### config.mk
export PLATFORM = sky130hd
export DESIGN_NAME = reg_bank_seq_flat
export DESIGN_NICKNAME = d
export VERILOG_FILES = /design/src/rtl/reg_bank_seq_if.sv /design/src/rtl/reg_bank_seq.sv /design/src/flat_wrapper.sv
export SDC_FILE = /design/constraint.sdc
export NUM_CORES = 1
export LEC_CHECK = 0
export ABC_AREA = 1
export ABC_CLOCK_PERIOD_IN_PS = 8700
export CELL_PAD_IN_SITES_DETAIL_PLACEMENT = 0
export CELL_PAD_IN_SITES_GLOBAL_PLACEMENT = 2
export CORE_UTILIZATION = 35
export DETAILED_ROUTE_END_ITERATION = 10
export DONT_BUFFER_PORTS = 1
export PLACE_DENSITY_LB_ADDON = 0.1
export SETUP_SLACK_MARGIN = 0.4
export SLEW_MARGIN = 0
export SYNTH_ARGS = -nofsm -noshare
export SYNTH_HDL_FRONTEND = slang
export SYNTH_SLANG_ARGS = --single-unit
export TNS_END_PERCENT = 20
### constraint.sdc
create_clock -name CLK -period 8.7 [get_ports CLK]
set_clock_uncertainty 0.1 [all_clocks]
set_input_delay 1.305 -clock CLK [delete_from_list [all_inputs] [get_ports CLK]]
set_output_delay 1.305 -clock CLK [all_outputs]
set_load 0.05 [all_outputs]
### src/rtl/reg_bank_seq_if.sv
// Bundle of the instruction handshake, register-bank port and retirement status.
// The sequencer takes the master view because it is the sole master of the bank ports.
interface reg_bank_seq_if;
  logic        in_valid;
  logic        in_ready;
  logic [2:0]  in_op;
  logic [1:0]  in_rd;
  logic [1:0]  in_rs1;
  logic [1:0]  in_rs2;
  logic [31:0] in_imm;
  logic        opwrite;
  logic [1:0]  reg_write;
  logic [1:0]  src_1;
  logic [1:0]  src_2;
  logic [31:0] data;
  logic [31:0] data_src_1;
  logic [31:0] data_src_2;
  logic        done;
  logic [31:0] result;
  logic        flag_z;
  logic        flag_c;

  modport master (
    input  in_valid, in_op, in_rd, in_rs1, in_rs2, in_imm, data_src_1, data_src_2,
    output in_ready, opwrite, reg_write, src_1, src_2, data, done, result, flag_z, flag_c
  );

  modport slave (
    output in_valid, in_op, in_rd, in_rs1, in_rs2, in_imm, data_src_1, data_src_2,
    input  in_ready, opwrite, reg_write, src_1, src_2, data, done, result, flag_z, flag_c
  );
endinterface

### src/rtl/reg_bank_seq.sv
// Four-state instruction sequencer: reads two bank registers, runs a 32-bit ALU op,
// writes the result back and reports result/flags with a one-cycle done pulse.
module reg_bank_seq (
  input logic            CLK,
  input logic            RST,
  reg_bank_seq_if.master bus
);

  localparam logic [2:0] OP_ADD = 3'b000;
  localparam logic [2:0] OP_SUB = 3'b001;
  localparam logic [2:0] OP_AND = 3'b010;
  localparam logic [2:0] OP_OR  = 3'b011;
  localparam logic [2:0] OP_XOR = 3'b100;
  localparam logic [2:0] OP_LI  = 3'b101;
  localparam logic [2:0] OP_MOV = 3'b110;
  localparam logic [2:0] OP_NOP = 3'b111;

  typedef enum logic [1:0] {IDLE, READ, EXEC, WRITE} state_t;

  state_t      state_reg;
  logic [2:0]  op_reg;
  logic [1:0]  rd_reg;
  logic [31:0] imm_reg;
  logic [32:0] alu_next;

  assign bus.in_ready = (state_reg == IDLE) && !RST;

  // Bit 32 carries the ADD carry-out or the SUB borrow; zero for logic ops.
  always_comb begin
    alu_next = 33'd0;
    case (op_reg)
      OP_ADD:  alu_next = {1'b0, bus.data_src_1} + {1'b0, bus.data_src_2};
      OP_SUB:  alu_next = {1'b0, bus.data_src_1} - {1'b0, bus.data_src_2};
      OP_AND:  alu_next = {1'b0, bus.data_src_1 & bus.data_src_2};
      OP_OR:   alu_next = {1'b0, bus.data_src_1 | bus.data_src_2};
      OP_XOR:  alu_next = {1'b0, bus.data_src_1 ^ bus.data_src_2};
      OP_LI:   alu_next = {1'b0, imm_reg};
      OP_MOV:  alu_next = {1'b0, bus.data_src_1};
      default: alu_next = 33'd0;
    endcase
  end

  always_ff @(posedge CLK) begin
    if (RST) begin
      state_reg     <= IDLE;
      op_reg        <= 3'd0;
      rd_reg        <= 2'd0;
      imm_reg       <= 32'd0;
      bus.opwrite   <= 1'b0;
      bus.reg_write <= 2'd0;
      bus.src_1     <= 2'd0;
      bus.src_2     <= 2'd0;
      bus.data      <= 32'd0;
      bus.done      <= 1'b0;
      bus.result    <= 32'd0;
      bus.flag_z    <= 1'b0;
      bus.flag_c    <= 1'b0;
    end else begin
      bus.done    <= 1'b0;
      bus.opwrite <= 1'b0;
      case (state_reg)
        IDLE: begin
          if (bus.in_valid && bus.in_ready) begin
            op_reg    <= bus.in_op;
            rd_reg    <= bus.in_rd;
            imm_reg   <= bus.in_imm;
            bus.src_1 <= bus.in_rs1;
            bus.src_2 <= bus.in_rs2;
            state_reg <= READ;
          end
        end
        READ: state_reg <= EXEC;
        EXEC: begin
          // Everything the WRITE cycle shows is loaded here so it is valid with done.
          bus.reg_write <= rd_reg;
          bus.done      <= 1'b1;
          if (op_reg != OP_NOP) begin
            bus.opwrite <= 1'b1;
            bus.data    <= alu_next[31:0];
            bus.result  <= alu_next[31:0];
            bus.flag_z  <= (alu_next[31:0] == 32'd0);
            bus.flag_c  <= alu_next[32];
          end
          state_reg <= WRITE;
        end
        WRITE:   state_reg <= IDLE;
        default: state_reg <= IDLE;
      endcase
    end
  end

endmodule
### src/flat_wrapper.sv
// flat-port wrapper written by rule: the top's interface ports become plain ports
module reg_bank_seq_flat 
  (CLK, RST, bus_in_valid, bus_in_op, bus_in_rd, bus_in_rs1, bus_in_rs2, bus_in_imm, bus_data_src_1, bus_data_src_2, bus_in_ready, bus_opwrite, bus_reg_write, bus_src_1, bus_src_2, bus_data, bus_done, bus_result, bus_flag_z, bus_flag_c);
  reg_bank_seq_if bus_i ();
  input logic CLK;
  input logic RST;
  input wire logic [$bits(bus_i.in_valid)-1:0] bus_in_valid;
  input wire logic [$bits(bus_i.in_op)-1:0] bus_in_op;
  input wire logic [$bits(bus_i.in_rd)-1:0] bus_in_rd;
  input wire logic [$bits(bus_i.in_rs1)-1:0] bus_in_rs1;
  input wire logic [$bits(bus_i.in_rs2)-1:0] bus_in_rs2;
  input wire logic [$bits(bus_i.in_imm)-1:0] bus_in_imm;
  input wire logic [$bits(bus_i.data_src_1)-1:0] bus_data_src_1;
  input wire logic [$bits(bus_i.data_src_2)-1:0] bus_data_src_2;
  output wire logic [$bits(bus_i.in_ready)-1:0] bus_in_ready;
  output wire logic [$bits(bus_i.opwrite)-1:0] bus_opwrite;
  output wire logic [$bits(bus_i.reg_write)-1:0] bus_reg_write;
  output wire logic [$bits(bus_i.src_1)-1:0] bus_src_1;
  output wire logic [$bits(bus_i.src_2)-1:0] bus_src_2;
  output wire logic [$bits(bus_i.data)-1:0] bus_data;
  output wire logic [$bits(bus_i.done)-1:0] bus_done;
  output wire logic [$bits(bus_i.result)-1:0] bus_result;
  output wire logic [$bits(bus_i.flag_z)-1:0] bus_flag_z;
  output wire logic [$bits(bus_i.flag_c)-1:0] bus_flag_c;
  assign bus_i.in_valid = bus_in_valid;
  assign bus_i.in_op = bus_in_op;
  assign bus_i.in_rd = bus_in_rd;
  assign bus_i.in_rs1 = bus_in_rs1;
  assign bus_i.in_rs2 = bus_in_rs2;
  assign bus_i.in_imm = bus_in_imm;
  assign bus_i.data_src_1 = bus_data_src_1;
  assign bus_i.data_src_2 = bus_data_src_2;
  assign bus_in_ready = bus_i.in_ready;
  assign bus_opwrite = bus_i.opwrite;
  assign bus_reg_write = bus_i.reg_write;
  assign bus_src_1 = bus_i.src_1;
  assign bus_src_2 = bus_i.src_2;
  assign bus_data = bus_i.data;
  assign bus_done = bus_i.done;
  assign bus_result = bus_i.result;
  assign bus_flag_z = bus_i.flag_z;
  assign bus_flag_c = bus_i.flag_c;
  reg_bank_seq u_core (.CLK(CLK), .RST(RST), .bus(bus_i));
endmodule
# Word level (Yosys, flattened, before mapping)
# Index checks and enable logic that the tools add are counted.
word_totals:
  reg_bits: 81
  latchBits: 0
  mem_bits_rw: 0
  rom_bits: 0
  in_bits: 108
  out_inout_bits: 75
  word_cells: 43
  n_memories: 0
classes:
  add_sub_neg: 2
  multipliers: 0
  div: 0
  order_cmp: 0
  n_eq_ne: 11
  shifts: 0
  muxes: 5
  bitwise: 4
  reduce_logical: 9
ops:
  columns: ["op", "count"]
  rows:
  - ["$pmux W33 S7", 1]
  - ["$add A32 B32 Y33", 1]
  - ["$sub A32 B32 Y33", 1]
  - ["$and A32 B32 Y32", 1]
  - ["$logic_not A32 Y1", 1]
  - ["$or A32 B32 Y32", 1]
  - ["$xor A32 B32 Y32", 1]
  - ["$eq A3 B3 Y1 const B", 3]
  - ["$pmux W2 S4", 1]
  - ["$eq A3 B2 Y1 const B", 2]
  - ["$eq A2 B2 Y1 const B", 2]
  - ["$reduce_and A2 Y1", 2]
  - ["$eq A3 B1 Y1 const B", 1]
  - ["$logic_not A3 Y1", 1]
  - ["$ne A3 B3 Y1 const B", 1]
  - ["$eq A2 B1 Y1 const B", 1]
  - ["$logic_and A1 B1 Y1", 2]
  - ["$logic_not A2 Y1", 1]
  - ["$mux W1", 2]
  - ["$mux W2", 1]
  - ["$ne A2 B2 Y1 const B", 1]
  - ["$reduce_or A2 Y1", 1]
  - ["$logic_not A1 Y1", 1]
  - ["$not A1 Y1", 1]

# Logic depth before layout (Yosys ltp)
logic_depth:
  ltp_word: 5
  mapped_depth: 30
  depth_no_buf: 30

# Worst setup path after synthesis
# OpenSTA, ideal clock, no wires.
synth_timing:
  path_kind: "input-to-reg"
  from: "input port bus_data_src_2[1]"
  to: "register u_core.bus.flag_z"
  arrival_time_ns: 4.076
  slack_ns: 4.455
  path_stages: 28
  path_buffers: 0
  path_cell_list: "inv_1 > ha_1 > nand3_1 > nor2_1 > nand2_1 > nor2_1 > nand2_1 > nor2_2 > nand2_1 > nand2_1 > o21ai_2 > xor2_1 > ha_1 > nand2_1 > nor2_1 > inv_1 > nor3_1 > and2_1 > nand2_1 > nand2_1 > nand2_1 > nand3_1 > nand2_1 > nor2_1 > nand3_1 > nor2_1 > nand2_1 > a21oi_1"
synth_between:
  elab_chain_len: 3
  word_cells_on_any_way: 7
  cone_classes: "add/sub (2); mux (1); bitwise (3); reduce/logical (1)"
synth_rtl:
  columns: ["element", "line", "rtl"]
  rows:
  - ["from (decl)", "flat_wrapper.sv:14", "input wire logic [$bits(bus_i.data_src_2)-1:0] bus_data_src_2;"]
  - ["$sub A32 B32 Y33, or another cell as far along", "reg_bank_seq.sv:33", "OP_SUB: alu_next = {1'b0, bus.data_src_1} - {1'b0, bus.data_src_2};"]
  - ["$pmux W33 S7 *", "reg_bank_seq.sv:31", "case (op_reg)"]
  - ["$logic_not A32 Y1 *", "reg_bank_seq.sv:81", "bus.flag_z <= (alu_next[31:0] == 32'd0);"]
  - ["to (signal assigned)", "reg_bank_seq.sv:81", null]
  - ["to (decl)", "reg_bank_seq_if.sv:25", "output in_ready, opwrite, reg_write, src_1, src_2, data, done, result, flag_z, flag_c"]
# Mark *: on every way between the ends. The rest lies on a longest branch, timed or not.
# A chain may end at the register's enable or synchronous reset.

# Final worst setup path
# Ends and elaborated chain as after synthesis.

==> impl_metrics.toml <==
[clock_network]
cts.root.buffer_cell = "sky130_fd_sc_hd__clkbuf_16"
cts_buffer_depth = 2
clock_latency_ns = 0.34
cts_resized = 0
htree_num_levels = 3
holdBufCountCts = 0
cts_inserted_buffers = 9
clkTransAtPathRegs_ns = 0.06
numClockSinks = 81
cts_tree = "built"
cts_post_setup_buffers_inserted = 0

[cells_and_area]
mostFrequentLayoutCells = "435 x sky130_fd_sc_hd__nand2_1, 286 x sky130_fd_sc_hd__inv_1, 102 x sky130_fd_sc_hd__nand3_1"
fraction_of_final_layout_cells_sized_beyond_drive_strength_1_pct = 2.654
antenna-diode-count = 0
final.fill_count = 2804
layout.area.seq_um2 = 1622
multi_input_area_um2 = 5628
finalNonFillerCells = 1756
most_frequent_standard_cell_in_the_layout_excluding_fill_and_tap_cells = "sky130_fd_sc_hd__nand2_1"
finish.net_count = 1635
areaGrowthSynthToFinish_pct = 3.407

[critical_path]
timing.critical_path.required_ns = 8.87
criticalPathCategory = "input pin to register"
cp.buffers_inverters = 2
worst_path_most_repeated_cell = "sky130_fd_sc_hd__nand2_1"
worst_setup_path_start_kind = "input pin"
cp-startpoint = "bus_data_src_2[1]"
cpLargestDelayFamily = "simple AND/OR/NAND/NOR gates"
max_stage_delay_ns = 0.40
cp_max_fo = 5
critPathCaptureType = "register"
worst_r2r_startpoint = "u_core.op_reg[0]"
crit_arrival_ns = 5.08
critical_path.reg2reg.endpoint = "u_core.bus.flag_z"
reg2reg_setup_slack_ns = 3.80
cp_slowest_cell = "sky130_fd_sc_hd__ha_1"
reg2reg_depth = 23

[detailed_routing]
drc = 0
finalWirelength_um = 31240
vias = 8631
wire_length_on_met2_um = 15370
routed_via_density = 4.915
drt_first_pass_iters = 4
detailedRoute.firstIterationViolations = 456
ant_nets = 0
wire_per_inst_um = 17.79
maxUsedRoutingLayer = "met5"
detail_route_met3_wl_um = 2170
drt-met1-wl_um = 12930

[grt]
grtUsageTotal_pct = 24.24
largest_net_degree_at_the_start_of_global_routing = 71
global_route.overflow_total = 0
antenna_found_initial = 1
via_count_of_the_first_global_routing_pass = 8474
grt_first_pass_wirelength_um = 47720

[power]
power.density_cell_area_nw_per_um2 = 253.6
leakage_component_of_the_power_nw = 5.150
ir_worst_vdd_mv = 0.1252

[logic_synthesis]
syn_nets = 1693
post_synth_inst_count = 1485
postSynth.asyncResetShare_pct = 0
synth-seq-cells = 81
post_synth_instance_area_um2 = 8777
ys_dominant_reg_cell = "sky130_fd_sc_hd__dfxtp_1"
syn_avg_cell_area_um2 = 5.911
post_synth_edffs = 0
yosys_warnings = 0
synth_cell_types = 45
yosysSeqAreaShare_pct = 18.47

[place]
place.detailed.hpwl_um = 25910
instance_count_after_placement_with_tap_cells_included = 1740
number_of_port_buffers = 0
dp_slack_ns = 3.513
globalplace.congestion = 0.9176

[timing]
timing.final.hold_violations = 0
worst_slew_pin_slew_ns = 1.034
final_period_demand_of_the_worst_path_ns = 4.910
rsz_0062_raised_after_global_routing = "false"
final_min_period_over_clock_period_pct = 56.44
timing.final.setup_violations = 0
finalSetupTns_ns = 0
hold-worst-slack_ns = 0.3524
slew-limit-headroom_pct = 30.99
fmax_mhz = 203.7
report.final.slew_viol_count = 0
fin_ws_ns = 3.790

[floorplanning]
start_util_pct = 35.88
num_rows = 57
chipWidth_um = 160.4
die_height_um = 160.4
num_io_pins = 183
die-area_um2 = 25720
placeable_core_region_um2 = 24460

[min_path]
hold_depth = 2
timing.hold.worst.start = "u_core.imm_reg[18]"
class_of_the_most_critical_hold_timing_path = "register to register"
holdPathEnd = "u_core.imm_reg[18]"

[run_status]
outcome = "completed"

[flow_run]
cap_violations = 0
-- final cells by class --
cell class / count / share of cell area [%]
Clock buffer: 11 / 2.564
Clock inverter: 5 / 0.6203
Inverter: 291 / 12.06
Multi-Input combinational cell: 1039 / 62.01
Sequential cell: 81 / 17.87
Tap cell: 324 / 4.467
Timing Repair Buffer: 5 / 0.4136
-- metal layers --
metal,GRT usage [%],vias to the layer above
li1,-,4516
met1,27.51,3868
met2,44.03,208
met3,7.128,37
met4,6.190,2
met5,0,-
-- logic make-up after synthesis --
family | Yosys count | share of synthesized area, %
xor gates and xnor gates | 30 | 2.994
DFF | 81 | 18.47
adders and majority gates | 100 | 14.34
AOI/OAI and AO/OA | 220 | 14.28
buffers and inverters | 365 | 17.49
and+or+nand+nor | 689 | 32.42
-- Yosys cell counts, types with 2 or more instances --
cell type / number / area (um^2)
sky130_fd_sc_hd__o21ai_1: 4 / 20.02
sky130_fd_sc_hd__o21bai_1: 2 / 15.01
sky130_fd_sc_hd__nand3_2: 2 / 20.02
sky130_fd_sc_hd__o31ai_1: 3 / 22.52
sky130_fd_sc_hd__buf_4: 36 / 270.3
sky130_fd_sc_hd__a211oi_1: 14 / 105.1
sky130_fd_sc_hd__a21oi_1: 65 / 325.3
sky130_fd_sc_hd__clkbuf_1: 25 / 93.84
sky130_fd_sc_hd__dfxtp_1: 81 / 1622
sky130_fd_sc_hd__nand4_1: 16 / 100.1
sky130_fd_sc_hd__o21ai_2: 2 / 17.52
sky130_fd_sc_hd__o21a_1: 3 / 22.52
sky130_fd_sc_hd__o21ai_0: 93 / 465.5
sky130_fd_sc_hd__o211ai_1: 10 / 75.07
sky130_fd_sc_hd__nor2_1: 101 / 379.1
sky130_fd_sc_hd__buf_2: 10 / 50.05
sky130_fd_sc_hd__nor4_1: 2 / 12.51
sky130_fd_sc_hd__inv_1: 287 / 1077
sky130_fd_sc_hd__ha_1: 99 / 1239
sky130_fd_sc_hd__or2_2: 5 / 31.28
sky130_fd_sc_hd__a221oi_1: 3 / 26.28
sky130_fd_sc_hd__nand3_1: 102 / 510.5
sky130_fd_sc_hd__buf_6: 2 / 22.52
sky130_fd_sc_hd__o221ai_1: 3 / 26.28
sky130_fd_sc_hd__xor2_1: 30 / 262.8
sky130_fd_sc_hd__inv_2: 2 / 7.510
sky130_fd_sc_hd__nand3b_1: 7 / 52.55
sky130_fd_sc_hd__nor3_1: 12 / 60.06
sky130_fd_sc_hd__and2_1: 2 / 12.51
sky130_fd_sc_hd__o22ai_1: 12 / 75.07
sky130_fd_sc_hd__nand2_1: 436 / 1637
-- how the worst max path moves through the flow --
stage                              endpoint  cells after the start
after CTS                 u_core.bus.flag_z                     28
after detailed placement  u_core.bus.flag_z                     28
final                     u_core.bus.flag_z                     28
after global routing      u_core.bus.flag_z                     23
after global placement    u_core.bus.flag_z                     28
after floorplan           u_core.bus.flag_z                     28
-- worst reg2reg max path, stage by stage (launching register included) --
cell and delay [ns]:
sky130_fd_sc_hd__dfxtp_1 0.42, sky130_fd_sc_hd__inv_2 0.10, sky130_fd_sc_hd__nor2_1 0.26, sky130_fd_sc_hd__nand2_1 0.61
sky130_fd_sc_hd__inv_1 0.64, sky130_fd_sc_hd__o21a_1 0.29, sky130_fd_sc_hd__o21ai_0 0.13, sky130_fd_sc_hd__xor2_1 0.20
sky130_fd_sc_hd__ha_1 0.38, sky130_fd_sc_hd__nand2_1 0.11, sky130_fd_sc_hd__nor2_1 0.18, sky130_fd_sc_hd__inv_1 0.07
sky130_fd_sc_hd__nor3_1 0.23, sky130_fd_sc_hd__and2_1 0.17, sky130_fd_sc_hd__nand2_1 0.10, sky130_fd_sc_hd__nand2_1 0.08
sky130_fd_sc_hd__nand2_1 0.05, sky130_fd_sc_hd__nand3_1 0.11, sky130_fd_sc_hd__nand2_1 0.13, sky130_fd_sc_hd__nor2_1 0.14
sky130_fd_sc_hd__nand3_1 0.08, sky130_fd_sc_hd__nor2_1 0.09, sky130_fd_sc_hd__nand2_1 0.05, sky130_fd_sc_hd__a21oi_1 0.11
-- power breakdown --
group	switching (mW)	total (mW)	internal (mW)
clock	0.150	0.372	0.222
combinational	0.657	0.939	0.282
sequential	0.517	0.990	0.473
-- stage by stage --
| stage | util (%) | power [mW] | cell area [um^2] |
|---|---|---|---|
| after floorplan | - | 1.721 | 8777 |
| after global placement | 35.92 | 1.953 | 8787 |
| after detailed placement | 35.92 | 1.953 | 8787 |
| after CTS | 37.10 | 2.332 | 9076 |
| after global routing | 37.10 | 2.474 | 9076 |
| final | 37.10 | 2.301 | 9076 |
Power figures use the tool's default switching activity.
